--- src/rtl/envelope_sequencer.sv ---
// Attack/sustain/decay gain envelope driven solely by the sample tick.
// Linear attack up to 8/8, timed hold, then decay steps at doubling intervals.
module envelope_sequencer #(
  parameter int ATTACK_PERIOD = 4,
  parameter int HOLD_SCALE    = 16,
  parameter int BASE_PERIOD   = 2
) (
  input  logic       clk,
  input  logic       reset,
  input  logic       note_start,
  input  logic [5:0] note_duration,
  input  logic       generate_next_sample,
  output logic [3:0] gain,
  output logic       envelope_active,
  output logic       note_done
);

  localparam int HOLD_MAX  = 63 * HOLD_SCALE;
  // Decay interval doubles once more on the final step, so size for 256x.
  localparam int DECAY_MAX = BASE_PERIOD * 256;
  localparam int MAX_AH    = (ATTACK_PERIOD > HOLD_MAX) ? ATTACK_PERIOD : HOLD_MAX;
  localparam int CNT_MAX   = (MAX_AH > DECAY_MAX) ? MAX_AH : DECAY_MAX;
  localparam int CW        = $clog2(CNT_MAX + 1);

  localparam logic [1:0] S_IDLE    = 2'd0;
  localparam logic [1:0] S_ATTACK  = 2'd1;
  localparam logic [1:0] S_SUSTAIN = 2'd2;
  localparam logic [1:0] S_DECAY   = 2'd3;

  localparam logic [3:0] GAIN_FULL = 4'd8;

  logic [1:0]    state_q, state_d;
  logic [3:0]    gain_q, gain_d;
  logic [CW-1:0] cnt_q, cnt_d;
  logic [CW-1:0] interval_q, interval_d;
  logic [5:0]    dur_q, dur_d;
  logic          note_done_q, note_done_d;

  logic [CW-1:0] cnt_inc;
  logic [CW-1:0] hold_ticks;

  assign cnt_inc    = cnt_q + CW'(1);
  assign hold_ticks = CW'(dur_q) * CW'(HOLD_SCALE);

  always_comb begin
    state_d     = state_q;
    gain_d      = gain_q;
    cnt_d       = cnt_q;
    interval_d  = interval_q;
    dur_d       = dur_q;
    note_done_d = 1'b0;

    // A new note always wins over a coincident tick, which is then dropped.
    if (note_start) begin
      state_d = S_ATTACK;
      cnt_d   = '0;
      dur_d   = note_duration;
    end else begin
      case (state_q)
        S_ATTACK: begin
          if (generate_next_sample && gain_q < GAIN_FULL) begin
            if (cnt_inc == CW'(ATTACK_PERIOD)) begin
              gain_d = gain_q + 4'd1;
              cnt_d  = '0;
            end else begin
              cnt_d = cnt_inc;
            end
          end
          // Also covers a retrigger that arrived with gain already full.
          if (gain_d == GAIN_FULL) begin
            cnt_d      = '0;
            interval_d = CW'(BASE_PERIOD);
            state_d    = (dur_q == 6'd0) ? S_DECAY : S_SUSTAIN;
          end
        end
        S_SUSTAIN: begin
          if (generate_next_sample) begin
            if (cnt_inc == hold_ticks) begin
              cnt_d      = '0;
              interval_d = CW'(BASE_PERIOD);
              state_d    = S_DECAY;
            end else begin
              cnt_d = cnt_inc;
            end
          end
        end
        S_DECAY: begin
          if (generate_next_sample && gain_q != 4'd0) begin
            if (cnt_inc == interval_q) begin
              gain_d     = gain_q - 4'd1;
              interval_d = interval_q << 1;
              cnt_d      = '0;
              if (gain_q == 4'd1) begin
                state_d     = S_IDLE;
                note_done_d = 1'b1;
              end
            end else begin
              cnt_d = cnt_inc;
            end
          end
        end
        default: begin
          gain_d = 4'd0;
        end
      endcase
    end
  end

  always_ff @(posedge clk or negedge reset) begin
    if (!reset) begin
      state_q     <= S_IDLE;
      gain_q      <= 4'd0;
      cnt_q       <= '0;
      interval_q  <= '0;
      dur_q       <= 6'd0;
      note_done_q <= 1'b0;
    end else begin
      state_q     <= state_d;
      gain_q      <= gain_d;
      cnt_q       <= cnt_d;
      interval_q  <= interval_d;
      dur_q       <= dur_d;
      note_done_q <= note_done_d;
    end
  end

  assign gain            = gain_q;
  assign envelope_active = (state_q != S_IDLE);
  assign note_done       = note_done_q;

endmodule

--- config.mk ---
export PLATFORM = sky130hd
export DESIGN_NAME = envelope_sequencer
export DESIGN_NICKNAME = d
export VERILOG_FILES = /design/src/rtl/envelope_sequencer.sv
export SDC_FILE = /design/constraint.sdc
export NUM_CORES = 1
export LEC_CHECK = 0
export CORE_AREA = 2 2 68 70
export CTS_CLUSTER_SIZE = 20
export DETAILED_ROUTE_END_ITERATION = 12
export DIE_AREA = 0 0 70 72
export GPL_TIMING_DRIVEN = 0
export PLACE_DENSITY = 0.79
export SETUP_SLACK_MARGIN = 0.02
export SLEW_MARGIN = 20
export SYNTH_ARGS = -nofsm -noshare
export SYNTH_HDL_FRONTEND = slang
export SYNTH_SLANG_ARGS = --single-unit
--- constraint.sdc ---
create_clock -name clk -period 3.2 [get_ports clk]
set_clock_uncertainty 0.05 [all_clocks]
set_input_delay 0.8 -clock clk [delete_from_list [all_inputs] [get_ports clk]]
set_output_delay 0.8 -clock clk [all_outputs]
set_load 0.02 [all_outputs]
==> key figures, run 1 <==
Drt
  • Post-DRT Antenna Nets: 0
  • Initial DRC count: 240
  • Vias per inst: 6.34
  • Final wirelength: 6.24 mm
  • DRC violations left: 0
  • Routed len/inst: 17.3 um
  • Vias: 2290
  • DRT Pass-1 Iters: 4

Global routing
  • Initial antenna violation count: 0
  • Most used routing layer: met2
  • Grt total ovfl: 0
  • Met2 Usage GRT: 41.3%
  • Total track usage: 26.3%
  • First-pass GRT wire length: 10.5 mm
  • Met3 global-route usage: 4.03%
  • Vias in the first global route: 2131
  • Largest net degree at the start of global routing: 33
  • GR Util met1: 37.1%

Floorplan
  • Die Span Y: 72 um
  • Area of the core: 4260 um2
  • Die area: 5040 um2
  • I/O pin cnt: 16
  • Rows: 24
  • Initial Util: 59.1%
  • Die X: 70 um

CTS
  • Clock buffer depth: 2
  • Number of buffers created by CTS: 5
  • Hold buffers post-CTS: 0
  • Clock Latency Late Sink: 0.29 ns
  • Root buffer cell: clkbuf_8
  • Clock Pin Slew Worst Setup and Hold Paths: 0.07 ns
  • CTS sink cnt: 32
  • Max H-tree Level: 2
  • CTS tree: built

Synth
  • Synth Area in Compound Gates: 17.3%
  • Avg Cell Area, Syn: 8.84 um2
  • Cell Area, Synth: 2520 um2
  • Synth cell types: 61
  • Mux contribution to synthesized area: 7.94%
  • Post-synth net total: 299
  • Post-synth EDFFs: 0
  • Post-Synth Simple-Gate Area: 28.6%
  • Post-Synth XOR/XNOR Area: 7.50%
  • Seq/Total Area, Yosys: 31.8%
  • Number of synthesized register bits: 32
  • Post-Synth Adder-Cell Area: 1.99%
  • YS warnings: 0
  • Post-synthesis cell count: 285
  • Ys flop type: dfrtp_1
  • Largest family of logic cells by synthesized area: simple AND/OR/NAND/NOR gates
  • Ys async rst share: 100%

Timing
  • RSZ-0062 raised after global routing: false
  • Worst-Margin Slew: 0.691 ns
  • Final min period: 3.04 ns
  • Endpoints failing setup: 0
  • Final hold vios: 0
  • Final slew viol count: 0
  • Final period util: 94.9%
  • Max Freq: 329 MHz
  • Slew HR: 53.3%

Final layout
  • Fin cells: 361
  • Finished Core Util: 67.7%
  • Antenna Cells: 0
  • Final #Nets: 322
  • Ratio of cells with drive above 1 in the final layout: 15.2%
  • Synth-to-Final Area Change: 14.5%

Power
  • PD cells: 448 nW/um2
  • Pwr Total: 1.29 mW
  • Max IR drop VDD: 316 uV
  • Leakage: 1.28 nW

Min path
  • Hold Crit Class: input pin to async pin

Placed design
  • Port Buf Inserts: 15
  • Placed insts: 352
  • Hpwl dp: 4.58 mm
  • RD Place Congestion: 0.956

Status
  • Status: finished clean

Critical path
  • Worst-path maximum fanout: 10
  • Critical path required time: 3.32 ns
  • CP Class: flop to flop
  • Critical path launch point type: flop
  • CP endpoint kind: flop
  • CP Data Arrival Time: 3.16 ns

Flow run
  • Max Cap Viol: 0
worst max-delay path, cell delays in order (launching register included):
cell and delay (ns):
dfrtp_1 0.46, ha_1 0.30, and2_1 0.29, and3_1 0.22
xnor2_1 0.15, and4b_1 0.38, nand3_2 0.18, a311oi_4 0.38
buf_12 0.18, mux2_2 0.33
per-layer routing:
| layer | wire length, um | share of wire (%) |
|---|---|---|
| met1 | 2830 | 45 |
| met2 | 2900 | 47 |
| met3 | 389 | 6.2 |
| met4 | 116 | 1.9 |
| met5 | 0 | 0 |
cell usage in the layout, fill, tap and decap left out, types with 2 or more instances in the layout:
| master | netlist | final |
|---|---|---|
| xnor2_1 | 13 | 13 |
| o21ai_0 | 5 | 5 |
| clkdlybuf4s50_1 | 0 | 13 |
| nor2_1 | 11 | 11 |
| ha_1 | 4 | 4 |
| nand4_1 | 8 | 8 |
| and2_1 | 5 | 5 |
| buf_2 | 7 | 8 |
| a21o_1 | 7 | 7 |
| o41ai_1 | 2 | 2 |
| nor2b_1 | 12 | 11 |
| clkbuf_8 | 0 | 5 |
| or3_1 | 10 | 10 |
| clkbuf_1 | 12 | 8 |
| dfrtp_1 | 32 | 32 |
| and3_1 | 11 | 11 |
| a32o_1 | 2 | 2 |
| o21a_1 | 2 | 2 |
| nand3_1 | 8 | 8 |
| or4_1 | 3 | 3 |
| a21oi_1 | 5 | 5 |
| nor3_1 | 10 | 10 |
| a211oi_1 | 10 | 10 |
| nor4_1 | 8 | 8 |
| nand2b_1 | 6 | 6 |
| buf_4 | 2 | 4 |
| o211ai_1 | 2 | 2 |
| nand2_1 | 25 | 25 |
| xor2_1 | 6 | 6 |
| a31oi_1 | 2 | 2 |
| nor3b_1 | 2 | 2 |
| inv_1 | 6 | 6 |
| mux2_2 | 15 | 15 |
| clkbuf_2 | 0 | 3 |
| o2111ai_1 | 2 | 2 |
state kept, by name (all words and copies together), names as in the netlist:
signal / flops
cnt_q: 10
dur_q: 6
gain: 4
interval_q: 9
note_done: 1
state_q: 2
cell type report:
cell class,instances,area [um2]
multi-input cells,225,1610
clock inverters,3,42.5
inverters,6,22.5
clock buffers,5,68.8
fillers,350,1380
flip-flops and latches,32,801
repair buffers,18,183
well taps,52,65.1
plain buffers,20,95.1
worst paths after layout:
| kind | depth (start not counted) | startpoint | slack (ns) | end |
|---|---|---|---|---|
| min in group clk | 1 | interval_q[8] | 0.50 | interval_q[8] |
| worst max-delay path | 9 | cnt_q[0] | 0.16 | interval_q[2] |
| worst max register to register | 9 | cnt_q[0] | 0.16 | interval_q[2] |
| max in group asynchronous | 1 | reset | 2.14 | gain[1] |
| worst min register to register | 1 | interval_q[8] | 0.50 | interval_q[8] |
| worst min-delay path | 1 | reset | 0.50 | dur_q[4] |
synth_stat cells, drive strengths merged (7+ instances only):
cell	count	area, um2
a211oi	10	75.1
a21o	7	52.6
and3	11	68.8
buf	10	53.8
clkbuf	12	45.0
dfrtp	32	801
mux2	16	180
nand2	25	93.8
nand3	9	50.1
nand4	8	50.1
nor2	11	41.3
nor2b	12	75.1
nor3	10	50.1
nor4	9	71.3
or3	10	62.6
xnor2	13	114
kinds of logic (layout without fill, tap and decap cells):
family | count (synthesis) | in the layout
AND/OR/NAND/NOR | 127 | 127
AO/OA/AOI/OAI | 56 | 56
flip-flops | 32 | 32
buffers and inverters | 28 | 52
XOR/XNOR | 20 | 20
multiplexers | 18 | 18
adder cells (fa/ha/maj) | 4 | 4
where the power goes:
| group | leakage [nW] | total [mW] | switching [mW] | internal [mW] |
|---|---|---|---|---|
| sequential | 0.410 | 0.497 | 0.0574 | 0.440 |
| clock | 0.0541 | 0.392 | 0.162 | 0.230 |
| combinational | 0.815 | 0.403 | 0.225 | 0.178 |
stage by stage:
| stage | worst slack, ns | cell area [um2] | hold slack [ns] | TNS, ns |
|---|---|---|---|---|
| after global routing | 0.0221 | 2890 | 0.526 | 0 |
| after detailed placement | -0.477 | 2730 | 0.484 | -5.68 |
| after CTS | 0.0472 | 2860 | 0.503 | 0 |
| final | 0.164 | 2890 | 0.500 | 0 |
| after global placement | -0.453 | 2740 | 0.464 | -5.38 |
| after floorplan | 0.439 | 2520 | 0.445 | 0 |
what timing repair did:
item | CTS | global route
gates resized for setup | 2 | 7
buffers inserted | 1 | 2
gates cloned | 0 | 0
pin swaps | 1 | 1
endpoints found under the setup margin | 11 | 13
Note: power is estimated with default switching activity, not from simulation.
==> inputs of run 2 (changes only) <==
--- a/config.mk
+++ b/config.mk
@@ -12,7 +12,6 @@
 export GPL_TIMING_DRIVEN = 0
 export PLACE_DENSITY = 0.79
 export SETUP_SLACK_MARGIN = 0.02
-export SLEW_MARGIN = 20
 export SYNTH_ARGS = -nofsm -noshare
 export SYNTH_HDL_FRONTEND = slang
 export SYNTH_SLANG_ARGS = --single-unit
==> results of run 2 <==
Final layout, timing and power as in run 1 (identical DEF).
